--- src/rtl/decode_stage_buf.sv ---
// decode_stage_buf: registered RV32I decode stage with a DEPTH-entry FIFO.
// Fetched instructions are decoded combinationally at the input and stored
// already decoded, so execute sees registered control with no in->out path.
// Optional M-extension decode is enabled by defining DECODE_RV32M_EN.

package rv32i_types;

  typedef enum logic [6:0] {
    op_lui   = 7'b0110111,
    op_auipc = 7'b0010111,
    op_jal   = 7'b1101111,
    op_jalr  = 7'b1100111,
    op_br    = 7'b1100011,
    op_load  = 7'b0000011,
    op_store = 7'b0100011,
    op_imm   = 7'b0010011,
    op_reg   = 7'b0110011
  } rv32i_opcode;

  typedef enum logic [2:0] {
    alu_add = 3'b000,
    alu_sll = 3'b001,
    alu_sra = 3'b010,
    alu_sub = 3'b011,
    alu_xor = 3'b100,
    alu_srl = 3'b101,
    alu_or  = 3'b110,
    alu_and = 3'b111
  } alu_ops;

  typedef enum logic [2:0] {
    beq  = 3'b000,
    bne  = 3'b001,
    blt  = 3'b100,
    bge  = 3'b101,
    bltu = 3'b110,
    bgeu = 3'b111
  } branch_funct3_t;

  typedef struct packed {
    alu_ops         aluop;
    branch_funct3_t cmpop;
    logic           load_regfile;
    logic [1:0]     pc_mux_sel;
    logic           alumux1_sel;
    logic [2:0]     alumux2_sel;
    logic [2:0]     regfilemux_sel;
    logic           cmpmux_sel;
    logic [2:0]     byte_mux_sel;
    logic [2:0]     half_mux_sel;
  } rv32i_control_word;

endpackage

module decode_stage_buf
  import rv32i_types::*;
#(
  parameter int XLEN  = 32,
  parameter int DEPTH = 2
) (
  input  logic                     clk,
  input  logic                     rst_n,
  input  logic                     in_valid,
  output logic                     in_ready,
  input  logic [31:0]              ir_i,
  input  logic [XLEN-1:0]          pc_i,
  input  logic                     flush,
  output logic                     out_valid,
  input  logic                     out_ready,
  output rv32i_control_word        ctrl_o,
  output logic [4:0]               rd_o,
  output logic [4:0]               rs1_o,
  output logic [4:0]               rs2_o,
  output logic [XLEN-1:0]          imm_o,
  output logic [XLEN-1:0]          pc_o,
  output logic                     illegal_o,
  output logic                     muldiv_o,
  output logic [$clog2(DEPTH):0]   count_o
);

  localparam int PTRW = $clog2(DEPTH);
  localparam int CNTW = PTRW + 1;

  typedef struct packed {
    rv32i_control_word ctrl;
    logic [4:0]        rd;
    logic [4:0]        rs1;
    logic [4:0]        rs2;
    logic [XLEN-1:0]   imm;
    logic [XLEN-1:0]   pc;
    logic              illegal;
    logic              muldiv;
  } entry_t;

  logic [6:0]        opcode;
  logic [2:0]        funct3;
  logic [6:0]        funct7;
  rv32i_control_word dec_ctrl;
  logic              dec_illegal;
  logic              dec_muldiv;
  logic [31:0]       imm32;
  entry_t            dec_entry;

  entry_t            mem [DEPTH];
  entry_t            head;
  logic [PTRW-1:0]   wr_ptr;
  logic [PTRW-1:0]   rd_ptr;
  logic [CNTW-1:0]   count;
  logic              do_enq;
  logic              do_deq;

  assign opcode = ir_i[6:0];
  assign funct3 = ir_i[14:12];
  assign funct7 = ir_i[31:25];

  // Decode the incoming instruction into control, immediate and illegal flag.
  // Anything found illegal collapses to an all-zero control word and immediate.
  always_comb begin
    dec_ctrl       = '0;
    dec_ctrl.aluop = alu_ops'(funct3);
    dec_ctrl.cmpop = branch_funct3_t'(funct3);
    dec_illegal    = 1'b0;
    dec_muldiv     = 1'b0;
    imm32          = '0;
    case (opcode)
      op_lui: begin
        dec_ctrl.load_regfile   = 1'b1;
        dec_ctrl.regfilemux_sel = 3'd2;
        imm32 = {ir_i[31:12], 12'h000};
      end
      op_auipc: begin
        dec_ctrl.load_regfile = 1'b1;
        dec_ctrl.alumux1_sel  = 1'b1;
        dec_ctrl.alumux2_sel  = 3'd1;
        imm32 = {ir_i[31:12], 12'h000};
      end
      op_jal: begin
        dec_ctrl.load_regfile   = 1'b1;
        dec_ctrl.pc_mux_sel     = 2'd1;
        dec_ctrl.alumux1_sel    = 1'b1;
        dec_ctrl.alumux2_sel    = 3'd4;
        dec_ctrl.aluop          = alu_add;
        dec_ctrl.regfilemux_sel = 3'd4;
        imm32 = {{12{ir_i[31]}}, ir_i[19:12], ir_i[20], ir_i[30:21], 1'b0};
      end
      op_jalr: begin
        dec_ctrl.load_regfile   = 1'b1;
        dec_ctrl.aluop          = alu_add;
        dec_ctrl.regfilemux_sel = 3'd4;
        dec_ctrl.pc_mux_sel     = 2'd1;
        imm32 = {{21{ir_i[31]}}, ir_i[30:20]};
      end
      op_load: begin
        dec_ctrl.aluop        = alu_add;
        dec_ctrl.load_regfile = 1'b1;
        imm32 = {{21{ir_i[31]}}, ir_i[30:20]};
        case (funct3)
          3'b000: begin
            dec_ctrl.regfilemux_sel = 3'd5;
            dec_ctrl.byte_mux_sel   = 3'd4;
          end
          3'b001: begin
            dec_ctrl.regfilemux_sel = 3'd6;
            dec_ctrl.half_mux_sel   = 3'd4;
          end
          3'b010: dec_ctrl.regfilemux_sel = 3'd3;
          3'b100: dec_ctrl.regfilemux_sel = 3'd5;
          3'b101: dec_ctrl.regfilemux_sel = 3'd6;
          default: dec_illegal = 1'b1;
        endcase
      end
      op_store: begin
        dec_ctrl.alumux2_sel = 3'd3;
        dec_ctrl.aluop       = alu_add;
        imm32 = {{21{ir_i[31]}}, ir_i[30:25], ir_i[11:7]};
        if (funct3 > 3'b010) dec_illegal = 1'b1;
      end
      op_imm: begin
        dec_ctrl.load_regfile = 1'b1;
        imm32 = {{21{ir_i[31]}}, ir_i[30:20]};
        if (funct3 == 3'b010) begin
          dec_ctrl.cmpop          = blt;
          dec_ctrl.regfilemux_sel = 3'd1;
          dec_ctrl.cmpmux_sel     = 1'b1;
        end else if (funct3 == 3'b011) begin
          dec_ctrl.cmpop          = bltu;
          dec_ctrl.regfilemux_sel = 3'd1;
          dec_ctrl.cmpmux_sel     = 1'b1;
        end else if (funct3 == 3'b101 && funct7[5]) begin
          dec_ctrl.aluop = alu_sra;
        end
      end
      op_reg: begin
        dec_ctrl.load_regfile = 1'b1;
        case (funct7)
          7'b0000000, 7'b0100000: begin
            if (funct3 == 3'b010 || funct3 == 3'b011) begin
              dec_ctrl.regfilemux_sel = 3'd1;
            end else begin
              dec_ctrl.alumux2_sel = 3'd5;
              if (funct3 == 3'b000 && funct7[5]) dec_ctrl.aluop = alu_sub;
              if (funct3 == 3'b101 && funct7[5]) dec_ctrl.aluop = alu_sra;
            end
          end
`ifdef DECODE_RV32M_EN
          7'b0000001: begin
            dec_muldiv              = 1'b1;
            dec_ctrl.regfilemux_sel = 3'd0;
          end
`endif
          default: dec_illegal = 1'b1;
        endcase
      end
      op_br: begin
        dec_ctrl.pc_mux_sel  = 2'd2;
        dec_ctrl.alumux1_sel = 1'b1;
        dec_ctrl.alumux2_sel = 3'd2;
        dec_ctrl.aluop       = alu_add;
        imm32 = {{20{ir_i[31]}}, ir_i[7], ir_i[30:25], ir_i[11:8], 1'b0};
        if (funct3 == 3'b010 || funct3 == 3'b011) dec_illegal = 1'b1;
      end
      default: dec_illegal = 1'b1;
    endcase
    if (dec_illegal) begin
      dec_ctrl   = '0;
      imm32      = '0;
      dec_muldiv = 1'b0;
    end
  end

  // Pack the decoded fields into one FIFO entry, sign-extending the immediate.
  always_comb begin
    dec_entry         = '0;
    dec_entry.ctrl    = dec_ctrl;
    dec_entry.rd      = ir_i[11:7];
    dec_entry.rs1     = ir_i[19:15];
    dec_entry.rs2     = ir_i[24:20];
    dec_entry.imm     = XLEN'($signed(imm32));
    dec_entry.pc      = pc_i;
    dec_entry.illegal = dec_illegal;
    dec_entry.muldiv  = dec_muldiv;
  end

  // Flush wins over both handshakes so a redirect never leaks an old entry.
  assign in_ready  = (count < CNTW'(DEPTH));
  assign out_valid = (count != '0);
  assign do_enq    = in_valid && in_ready && !flush;
  assign do_deq    = out_valid && out_ready && !flush;

  // Occupancy and pointer bookkeeping; reset and flush both empty the buffer.
  always_ff @(posedge clk or negedge rst_n) begin
    if (!rst_n) begin
      wr_ptr <= '0;
      rd_ptr <= '0;
      count  <= '0;
    end else if (flush) begin
      wr_ptr <= '0;
      rd_ptr <= '0;
      count  <= '0;
    end else begin
      if (do_enq) wr_ptr <= wr_ptr + PTRW'(1);
      if (do_deq) rd_ptr <= rd_ptr + PTRW'(1);
      case ({do_enq, do_deq})
        2'b10:   count <= count + CNTW'(1);
        2'b01:   count <= count - CNTW'(1);
        default: count <= count;
      endcase
    end
  end

  // Entry storage needs no reset because outputs are masked while empty.
  always_ff @(posedge clk) begin
    if (do_enq) mem[wr_ptr] <= dec_entry;
  end

  // Head entry is forced to zero whenever the buffer is empty.
  always_comb begin
    head = '0;
    if (out_valid) head = mem[rd_ptr];
  end

  assign ctrl_o    = head.ctrl;
  assign rd_o      = head.rd;
  assign rs1_o     = head.rs1;
  assign rs2_o     = head.rs2;
  assign imm_o     = head.imm;
  assign pc_o      = head.pc;
  assign illegal_o = head.illegal;
  assign muldiv_o  = head.muldiv;
  assign count_o   = count;

endmodule

--- config.mk ---
export PLATFORM = sky130hd
export DESIGN_NAME = decode_stage_buf
export DESIGN_NICKNAME = d
export VERILOG_FILES = /design/src/rtl/decode_stage_buf.sv
export SDC_FILE = /design/constraint.sdc
export NUM_CORES = 1
export LEC_CHECK = 0
export ABC_AREA = 1
export BUFFER_PORTS_ARGS = -buffer_cell sky130_fd_sc_hd__buf_2
export CORE_ASPECT_RATIO = 0.9
export CORE_MARGIN = 2
export CORE_UTILIZATION = 45
export CTS_CLUSTER_SIZE = 24
export DETAILED_ROUTE_END_ITERATION = 10
export PLACE_DENSITY = 0.73
export RECOVER_POWER = 100
export SETUP_SLACK_MARGIN = 0.4
export SLEW_MARGIN = 40
export SYNTH_ARGS = -nofsm -noshare
export SYNTH_HDL_FRONTEND = slang
export SYNTH_SLANG_ARGS = --single-unit
--- constraint.sdc ---
create_clock -name clk -period 5.11 [get_ports clk]
set_input_delay 0.2555 -clock clk [delete_from_list [all_inputs] [get_ports clk]]
set_output_delay 0.2555 -clock clk [all_outputs]
set_load 0.1 [all_outputs]
# Yosys cells after proc, flatten, opt, wreduce, memory -nomap -nowiden
# Memory sizes are Yosys's and may differ from the RTL's.
# Cells that the tools add are included.
# W data, S select, Z words.
totals:
  ff_bits: 4
  latch_bits: 0
  ramBits: 206
  romBits: 0
  out_inout_bits: 108
  wordCells: 95
  n_memories: 1
mem_list:
  columns: ["name", "depth", "width", "read_ports", "rd_clocked_by_memory_dff", "wr", "line_no", "rtl"]
  rows:
  - ["mem", 2, 103, 1, 0, 1, "104", "entry_t mem [DEPTH];"]
classes:
  add_sub_neg: 4
  n_mul: 0
  div_mod_pow: 0
  order_cmp: 2
  n_eq_ne: 17
  n_shift: 0
  mux: 43
  n_bitwise: 0
  reduce_logical: 25
op_table:
  columns: ["operator", "n"]
  rows:
  - ["$pmux W32 S5", 1]
  - ["$mux W104", 1]
  - ["$mux W3", 13]
  - ["$mux W32", 1]
  - ["$pmux W3 S5", 2]
  - ["$eq A7 B6 Y1 const B", 4]
  - ["$mux W23", 1]
  - ["$eq A7 B7 Y1 const B", 3]
  - ["$pmux W3 S3", 2]
  - ["$reduce_or A5 Y1", 3]
  - ["$eq A7 B5 Y1 const B", 2]
  - ["$mux W1", 14]
  - ["$mux W6", 2]
  - ["$reduce_or A2 Y1", 5]
  - ["$pmux W2 S2", 2]
  - ["$eq A7 B2 Y1 const B", 1]
  - ["$logic_not A7 Y1", 1]
  - ["$reduce_or A7 Y1", 1]
  - ["$eq A3 B2 Y1 const B", 2]
  - ["$eq A3 B3 Y1 const B", 2]
  - ["$logic_and A1 B1 Y1", 6]
  - ["$mux W2", 3]
  - ["$reduce_bool A2 Y1", 3]
  - ["$reduce_or A3 Y1", 2]
  - ["13 further kinds", 14]

# Longest topological paths before layout
# Gate-level depths: netlist (run 1).
depth:
  ltp_word: 8
  ltp_mapped: 11

# Worst setup path after synthesis (run 1)
# OpenSTA, ideal clock, no wires.
synth_path:
  kind: "flip-flop to flip-flop"
  from: "register count[1], in the netlist count_o[1]"
  to: "memory mem[0][0] in the netlist's numbering, enable pin"
  setup_ps: 559
  arrival_time_ps: 5949
  required_ps: 4551
  setup_slack_ps: -1398
  path_stages_with_launch: 4
  n_path_buf: 0
  path_cell_list: "dfrtp_1 > inv_1 > nand3_1 > nor2_1"
synth_via:
  elab_chain_cells: 5
synth_rtl:
  columns: ["element", "line_no", "rtl"]
  rows:
  - ["start, declared", "108", "logic [CNTW-1:0] count;"]
  - ["start signal, assigned", "264", "2'b10: count <= count + CNTW'(1);"]
  - ["start signal, assigned", "265", "2'b01: count <= count - CNTW'(1);"]
  - ["start signal, assigned", "266", "default: count <= count;"]
  - ["$lt A2 B2 Y1", "245", "assign in_ready = (count < CNTW'(DEPTH));"]
  - ["net in_ready", "64", "output logic in_ready,"]
  - ["$logic_and A1 B1 Y1 (2 in series)", "247", "assign do_enq = in_valid && in_ready && !flush;"]
  - ["$mux W1", "273", "if (do_enq) mem[wr_ptr] <= dec_entry;"]
  - ["$mux W1 (implied by the code)", "273", null]
  - ["end, declared", "104", null]
# The timed path passes the listed nets, and every way through them passes these cells.

# Worst setup path after layout (run 1)
layout_path:
  from: "register rd_ptr"
  to: "output port imm_o[12]"
layout_via:
  elab_chain_cells: 2
layout_rtl:
  columns: ["element", "line_no", "rtl"]
  rows:
  - ["start, declared", "107", "logic [PTRW-1:0] rd_ptr;"]
  - ["start signal, assigned", "262", "if (do_deq) rd_ptr <= rd_ptr + PTRW'(1);"]
  - ["$mem_v2 Z2 W103", null, null]
  - ["$mux W104", "279", "if (out_valid) head = mem[rd_ptr];"]
  - ["end, declared", "74", "output logic [XLEN-1:0] imm_o,"]
# Every way passes these cells.

==> results of run 1 <==
[logic make-up (layout without fill, tap and decap cells)]
group | Yosys count | in the layout | share of synthesized area [%]
buffers and inverters | 96 | 308 | 4.75
other | 1 | 5 | 0.0415
AO/OA/AOI/OAI | 129 | 129 | 7.41
flip-flops | 202 | 202 | 66.9
AND/OR/NAND/NOR | 413 | 413 | 20.9
[per-layer routing]
| metal | vias up | wire, um |
|---|---|---|
| met2 | 280 | 10500 |
| li1 | 3258 | - |
| met4 | 0 | 744 |
| met1 | 3228 | 9370 |
| met5 | - | 0 |
| met3 | 60 | 1390 |
[registers in the layout, indices dropped and copies added (netlist names)]
| name | cells |
|---|---|
| mem | 198 |
| count_o | 2 |
| rd_ptr | 1 |
| wr_ptr | 1 |
[worst max-delay path by stage]
stage                     startpoint        end  slack (ns)  depth (start not counted)
final                         rd_ptr  imm_o[12]        1.28                          4
after global routing          rd_ptr  imm_o[18]        1.08                          4
after CTS                     rd_ptr  imm_o[20]        1.83                          5
after detailed placement      rd_ptr  imm_o[20]        2.38                          5
after global placement        rd_ptr  imm_o[20]        2.40                          5
after floorplan           count_o[1]  mem[0][0]        0.21                          3
[cell type report]
class                   count  area [um^2]
flip-flops and latches    202         6050
clock buffers              27          569
multi-input cells         547         2420
clock inverters            10         81.3
inverters                  49          188
repair buffers            222         1310
well taps                 255          319
fillers                  1698         8920
[stage by stage]
stage | cell area [um^2] | worst slack [ns] | hold slack, ns | utilization, %
finish | 10900 | 1.28 | 0.102 | 55.1
floorplan | 9060 | 0.214 | -0.0401 | -
global route | 10900 | 1.08 | 0.104 | 55.1
global placement | 10100 | 2.40 | 0.0682 | 50.8
detailed placement | 10100 | 2.38 | 0.0706 | 50.8
CTS | 11200 | 1.83 | 0.00811 | 56.3
[worst reg2reg max path, delay by kind of cell (launching register included)]
kind	cells	cell delay, ns
buffers and inverters	2	0.61
DFF	1	0.41
and+or+nand+nor	2	1.67
[timing repair]
item                                    CTS  global route
endpoints found under the hold margin    91             0
hold buffers                             45             0
endpoints found under the setup margin    0             0
[layout by cell type, fill, tap and decap left out, types with 17 or more instances in the layout]
| cell type | Yosys | layout |
|---|---|---|
| clkbuf_1 | 33 | 52 |
| buf_2 | 4 | 125 |
| nand3_1 | 21 | 22 |
| edfxtp_1 | 198 | 198 |
| nor2_1 | 33 | 63 |
| nand4_1 | 17 | 17 |
| inv_1 | 39 | 40 |
| dlygate4sd3_1 | 0 | 45 |
| nand2_1 | 278 | 282 |
| clkbuf_16 | 0 | 22 |
| a21oi_1 | 115 | 115 |
==> flow_metrics.py, run 1 <==
metrics = {
    "outcome": {
        "status": "complete, but fails checks",
        "violations": "max-capacitance violations, max-slew violations",
    },
    "synthesis": {
        "synth_cells": 841,
        "avgSynthCellArea_um2": 10.7,
        "netlist_area_um2": 9040,
        "synth_top_area_cell": "edfxtp_1",
        "synth_top_area_share_pct": 65.8,
        "yosysUniqueCellTypes": 32,
        "ys_top_cells_by_count": "nand2_1 (278), edfxtp_1 (198), a21oi_1 (115)",
        "ys_seq_elements": 202,
        "synth_edf_count": 198,
        "synth_top_cells_by_area": "edfxtp_1 (66%), nand2_1 (12%), a21oi_1 (6.4%)",
        "yosys_most_used_dff": "edfxtp_1",
        "ys.warnings.count": 0,
        "yosysSeqAreaShare_pct": 66.9,
        "async_reset_ff_share_pct": 1.98,
        "synth.most_common_cell": "nand2_1",
    },
    "floorplan": {
        "ios": 177,
        "dieArea_um2": 21200,
        "die_h_um": 138,
        "row_count": 49,
        "core_um2": 19900,
        "die_width_um": 153,
        "start_util_pct": 45.5,
    },
    "route": {
        "drc": 0,
        "vias": 6826,
        "vias_per_cell": 5.20,
        "ant_nets": 0,
        "wl_mm": 22.0,
        "wire_per_inst_um": 16.8,
        "detail_route.iter0.violations": 551,
        "dr.pass1.iters": 5,
    },
    "global_routing": {
        "met3_usage_pct": 3.29,
        "grtUsageMet2_pct": 33.1,
        "met1_usage_pct": 27.7,
        "grt_overflow": 0,
        "busiest_layer": "met2",
        "grt_pass1_vias": 6588,
        "grt_max_degree": 101,
        "grt.total_usage_pct": 20.3,
        "antenna_found_initial": 0,
        "grt_pass1_wl_mm": 34.6,
    },
    "worst_setup_path": {
        "rrSetupSlack_ns": 2.01,
        "crit_path_end_kind": "output pin",
        "startpoint_type": "flop",
        "reg2reg_from": "count_o[1]",
        "path_delay_family": "buffers and inverters",
        "crit_required_ns": 4.85,
        "ff2ff_path_depth": 4,
        "cpPeakStageDelay_ns": 1.57,
        "crit_slowest_cell": "clkbuf_2",
        "path_max_fanout": 100,
        "criticalPathCategory": "reg2out",
        "cp.arrival_ns": 3.57,
        "path_cells": "clkbuf_2 > nand2_1 > a21oi_1 > buf_2",
        "r2r_end": "mem[0][72]",
        "critPathBufInv": 2,
    },
    "layout": {
        "fin_cells": 1312,
        "n_antenna_cell": 0,
        "layout-area-overhead-vs-synth_pct": 21.1,
        "layout-drive-gt1-share_pct": 17.9,
        "nets": 1113,
    },
    "placed_design": {
        "post-place-cells": 1230,
        "io_buffers": 171,
        "place.gp.congestion": 0.907,
        "place_hpwl_mm": 13.3,
    },
    "timing": {
        "layout_min_cycle_time_ns": 3.83,
        "rsz0062_at_grt": "false",
        "hold_viol": 0,
        "setup_viol": 0,
        "max_slew.worst_pin.slew_ns": 2.22,
        "setup_tns_ns": 0,
        "skew_ns": 0.0120,
        "slew_violations": 183,
        "fin_crit_sh_pct": 74.9,
        "relSlewSlack_pct": -48.3,
        "clock.fmax_mhz": 261,
    },
    "min_path": {
        "hold_end": "mem[1][65]",
        "hold-path-cell-count": 1,
        "min_from": "ir_i[20]",
        "hold_class": "in2reg",
    },
    "clocking": {
        "clock_latency_ns": 0.50,
        "numCtsBuffers": 22,
        "post_cts_buffers": 0,
        "cts_tree": "yes",
        "clkSinkCount": 202,
        "h-tree-depth": 1,
        "post_cts_resized": 0,
        "clockBufferDepth": 3,
        "clk_pin_slew_ns": 0.06,
        "cts_root_buf": "clkbuf_16",
    },
    "flow_run": {
        "cap_violations": 4,
    },
}
Power of run 1 is left out: the tool's default activity adds up to more than one toggle a clock period on the data nets, which glitch-free logic cannot reach.
==> inputs of run 2 (changes only) <==
--- a/config.mk
+++ b/config.mk
@@ -5,14 +5,14 @@
 export SDC_FILE = /design/constraint.sdc
 export NUM_CORES = 1
 export LEC_CHECK = 0
-export ABC_AREA = 1
+export ABC_AREA = 0
 export BUFFER_PORTS_ARGS = -buffer_cell sky130_fd_sc_hd__buf_2
 export CORE_ASPECT_RATIO = 0.9
 export CORE_MARGIN = 2
 export CORE_UTILIZATION = 45
 export CTS_CLUSTER_SIZE = 24
 export DETAILED_ROUTE_END_ITERATION = 10
-export PLACE_DENSITY = 0.73
+export PLACE_DENSITY = 0.71
 export RECOVER_POWER = 100
 export SETUP_SLACK_MARGIN = 0.4
 export SLEW_MARGIN = 40
==> constraint.sdc (replaced) <==
create_clock -name clk -period 3.8 [get_ports clk]
set_input_delay 0.19 -clock clk [delete_from_list [all_inputs] [get_ports clk]]
set_output_delay 0.19 -clock clk [all_outputs]
set_load 0.1 [all_outputs]
==> run 2 against run 1 <==
The flow still finishes with violations (max-capacitance violations, max-slew violations). Synthesized cell count is 25% lower. Sequential share of layout area is 0.96 points higher. Synthesized area is 4.5% lower. Core utilization is 1.6 points higher. Global-route usage is 2.1 points lower. Setup slack worse by 0.68 ns. Clock skew is 0.0047 ns lower. First-iteration DRC count is 44% lower. Clock-buffer cell count is 3 lower. Flip-flop and latch count stayed put.
==> flow_metrics.py, run 2 <==
metrics = {
    "timing": {
        "fin_crit_sh_pct": 84.1,
        "hold-worst-slack_ns": 0.0899,
        "layout_min_cycle_time_ns": 3.20,
        "max_slew.worst_pin.slew_ns": 2.03,
        "slew_violations": 253,
        "finalWorstSetupSlack_ns": 0.602,
        "clock.fmax_mhz": 313,
        "rsz0062_at_grt": "false",
        "hold_viol": 0,
        "skew_ns": 0.00737,
        "setup_viol": 0,
        "relSlewSlack_pct": -35.3,
        "setup_tns_ns": 0,
    },
    "placed_design": {
        "place_area_um2": 9760,
        "io_buffers": 171,
        "place_ws_ns": 1.43,
        "post-place-cells": 1019,
        "place_hpwl_mm": 11.7,
        "place.gp.congestion": 0.853,
    },
    "floorplan": {
        "ios": 177,
        "dieArea_um2": 20300,
        "start_util_pct": 45.5,
        "die_width_um": 150,
        "core_um2": 19000,
        "row_count": 48,
        "die_h_um": 135,
    },
    "route": {
        "dr.pass1.iters": 5,
        "wl_mm": 18.8,
        "detail_route.iter0.violations": 310,
        "ant_nets": 0,
        "vias_per_cell": 5.12,
        "drc": 0,
        "wire_per_inst_um": 17.0,
        "vias": 5673,
    },
    "layout": {
        "regMostFlops": "mem",
        "layout-drive-gt1-share_pct": 16.3,
        "layout-area-overhead-vs-synth_pct": 24.7,
        "fin_cells": 1107,
        "final_cell_mix": "edfxtp_1 (198), nor2_1 (120), mux2i_1 (100), clkbuf_1 (77), buf_2 (65)",
        "nets": 912,
        "n_antenna_cell": 0,
        "largest_reg_flops": 198,
        "final_common_cell": "edfxtp_1",
        "stdcell_area_um2": 10800,
    },
    "worst_setup_path": {
        "path_cells": "buf_4 > mux2i_1 > nor2_1 > clkbuf_1",
        "crit_slowest_cell": "dfrtp_4",
        "crit_path_end_kind": "output pin",
        "critPathBufInv": 2,
        "cpPeakStageDelay_ns": 0.91,
        "crit_required_ns": 3.61,
        "startpoint_type": "flop",
        "path_max_fanout": 42,
        "criticalPathCategory": "reg2out",
        "path_delay_family": "buffers and inverters",
        "cp.arrival_ns": 3.01,
    },
    "power_and_ir_drop": {
        "ir_worst_vdd_mv": 0.324,
        "powerDensity_nw_per_um2": 518,
        "leakagePower_uw": 0.00369,
    },
    "global_routing": {
        "grt_pass1_wl_mm": 28.7,
        "grt_pass1_vias": 5448,
        "grt.total_usage_pct": 18.2,
        "grt_max_degree": 82,
        "antenna_found_initial": 0,
        "grt_overflow": 0,
    },
    "synthesis": {
        "synth_cells": 628,
        "ys.warnings.count": 0,
        "synth.most_common_cell": "edfxtp_1",
        "avgSynthCellArea_um2": 13.7,
        "ys_top_cells_by_count": "edfxtp_1 (198), nor2_1 (121), mux2i_1 (100)",
        "ys_seq_elements": 202,
        "yosysSeqAreaShare_pct": 70.1,
        "async_reset_ff_share_pct": 1.98,
        "synth_edf_count": 198,
        "yosys_most_used_dff": "edfxtp_1",
        "synth_top_area_share_pct": 68.9,
        "yosysUniqueCellTypes": 46,
        "synth_top_area_cell": "edfxtp_1",
        "netlist_area_um2": 8630,
        "synth_top_cells_by_area": "edfxtp_1 (69%), mux2i_1 (12%), nor2_1 (5.3%)",
    },
    "outcome": {
        "status": "complete, but fails checks",
        "violations": "max-capacitance violations, max-slew violations",
    },
    "clocking": {
        "h-tree-depth": 1,
        "cts_root_buf": "clkbuf_16",
        "post_cts_resized": 0,
        "clockBufferDepth": 3,
        "clk_pin_slew_ns": 0.06,
        "clock_latency_ns": 0.49,
        "clkSinkCount": 202,
        "numCtsBuffers": 22,
        "cts_tree": "yes",
    },
    "flow_run": {
        "cap_violations": 4,
    },
    "min_path": {
        "hold_class": "in2async",
    },
}
==> run 2: cell types whose count changed after synthesis, sizes merged, moves of 6 or more <==
cell / delta
clkbuf: -8
inv: -43
mux2i: +100
nand3: -16
nand2: -254
a21oi: -83
nand2b: +6
nand4: -15
and3: +9
nor2: +50
==> run 2: worst register-to-register path: cells and delay by family (launching register included) <==
family | cells | cell delay [ns]
DFF | 1 | 0.51
buffers and inverters | 2 | 1.59
and+or+nand+nor | 2 | 0.42
==> run 2: per-stage QoR <==
stage | total power, uW | utilization (%)
6_report | 5580 | 56.7
4_1_cts | 5660 | 57.7
3_3_place_gp | 3570 | 51.4
3_5_place_dp | 3580 | 51.4
5_1_grt | 5780 | 56.7
2_1_floorplan | 3390 | -
==> run 2: cell families (layout without fill, tap and decap cells) <==
kind of cell / Yosys count / in the layout / synth area share [%]
XOR/XNOR: 4 / 4 / 0.406
multiplexers: 100 / 100 / 11.6
buffers and inverters: 49 / 274 / 2.61
other: 1 / 5 / 0.0435
flip-flops: 202 / 202 / 70.1
AO/OA/AOI/OAI: 63 / 63 / 4.48
AND/OR/NAND/NOR: 209 / 209 / 10.8
==> run 2: report_power, final <==
part	total [uW]	switching, uW	internal (uW)
Sequential	2570	38.2	2540
Clock	2030	798	1230
Combinational	979	786	192
==> run 2: cell type report <==
class	count	area (um^2)
clock inverter	14	119
multi-input combinational	381	2350
sequential	202	6050
timing repair buffer	230	1320
fill	1633	8220
tap	250	313
clock buffer	24	579
inverter	6	23.8
==> run 2: final timing paths <==
check	cells past startpoint	startpoint	slack (ns)	end
worst min-delay path	2	rst_n	0.09	rd_ptr
worst min register to register	2	wr_ptr	0.57	wr_ptr
worst max-delay path	4	rd_ptr	0.60	pc_o[13]
worst max register to register	4	count_o[1]	0.79	mem[1][98]
min in group clk	4	in_valid	0.09	count_o[0]
max in group asynchronous	2	rst_n	3.47	count_o[1]
==> run 2: repair_timing <==
action                    in CTS  in global routing
hold endpoints to repair     102                  0
setup buffers                  0                  0
hold buffers                  50                  0
==> run 2: per-layer routing <==
layer,track usage [%],vias up,wire [um]
li1,-,2740,-
met1,25.2,2688,8380
met2,29.8,215,8700
met3,4.04,30,1460
met4,3.67,0,294
met5,0,-,0
No activity file was read; power rests on OpenSTA's default activity.
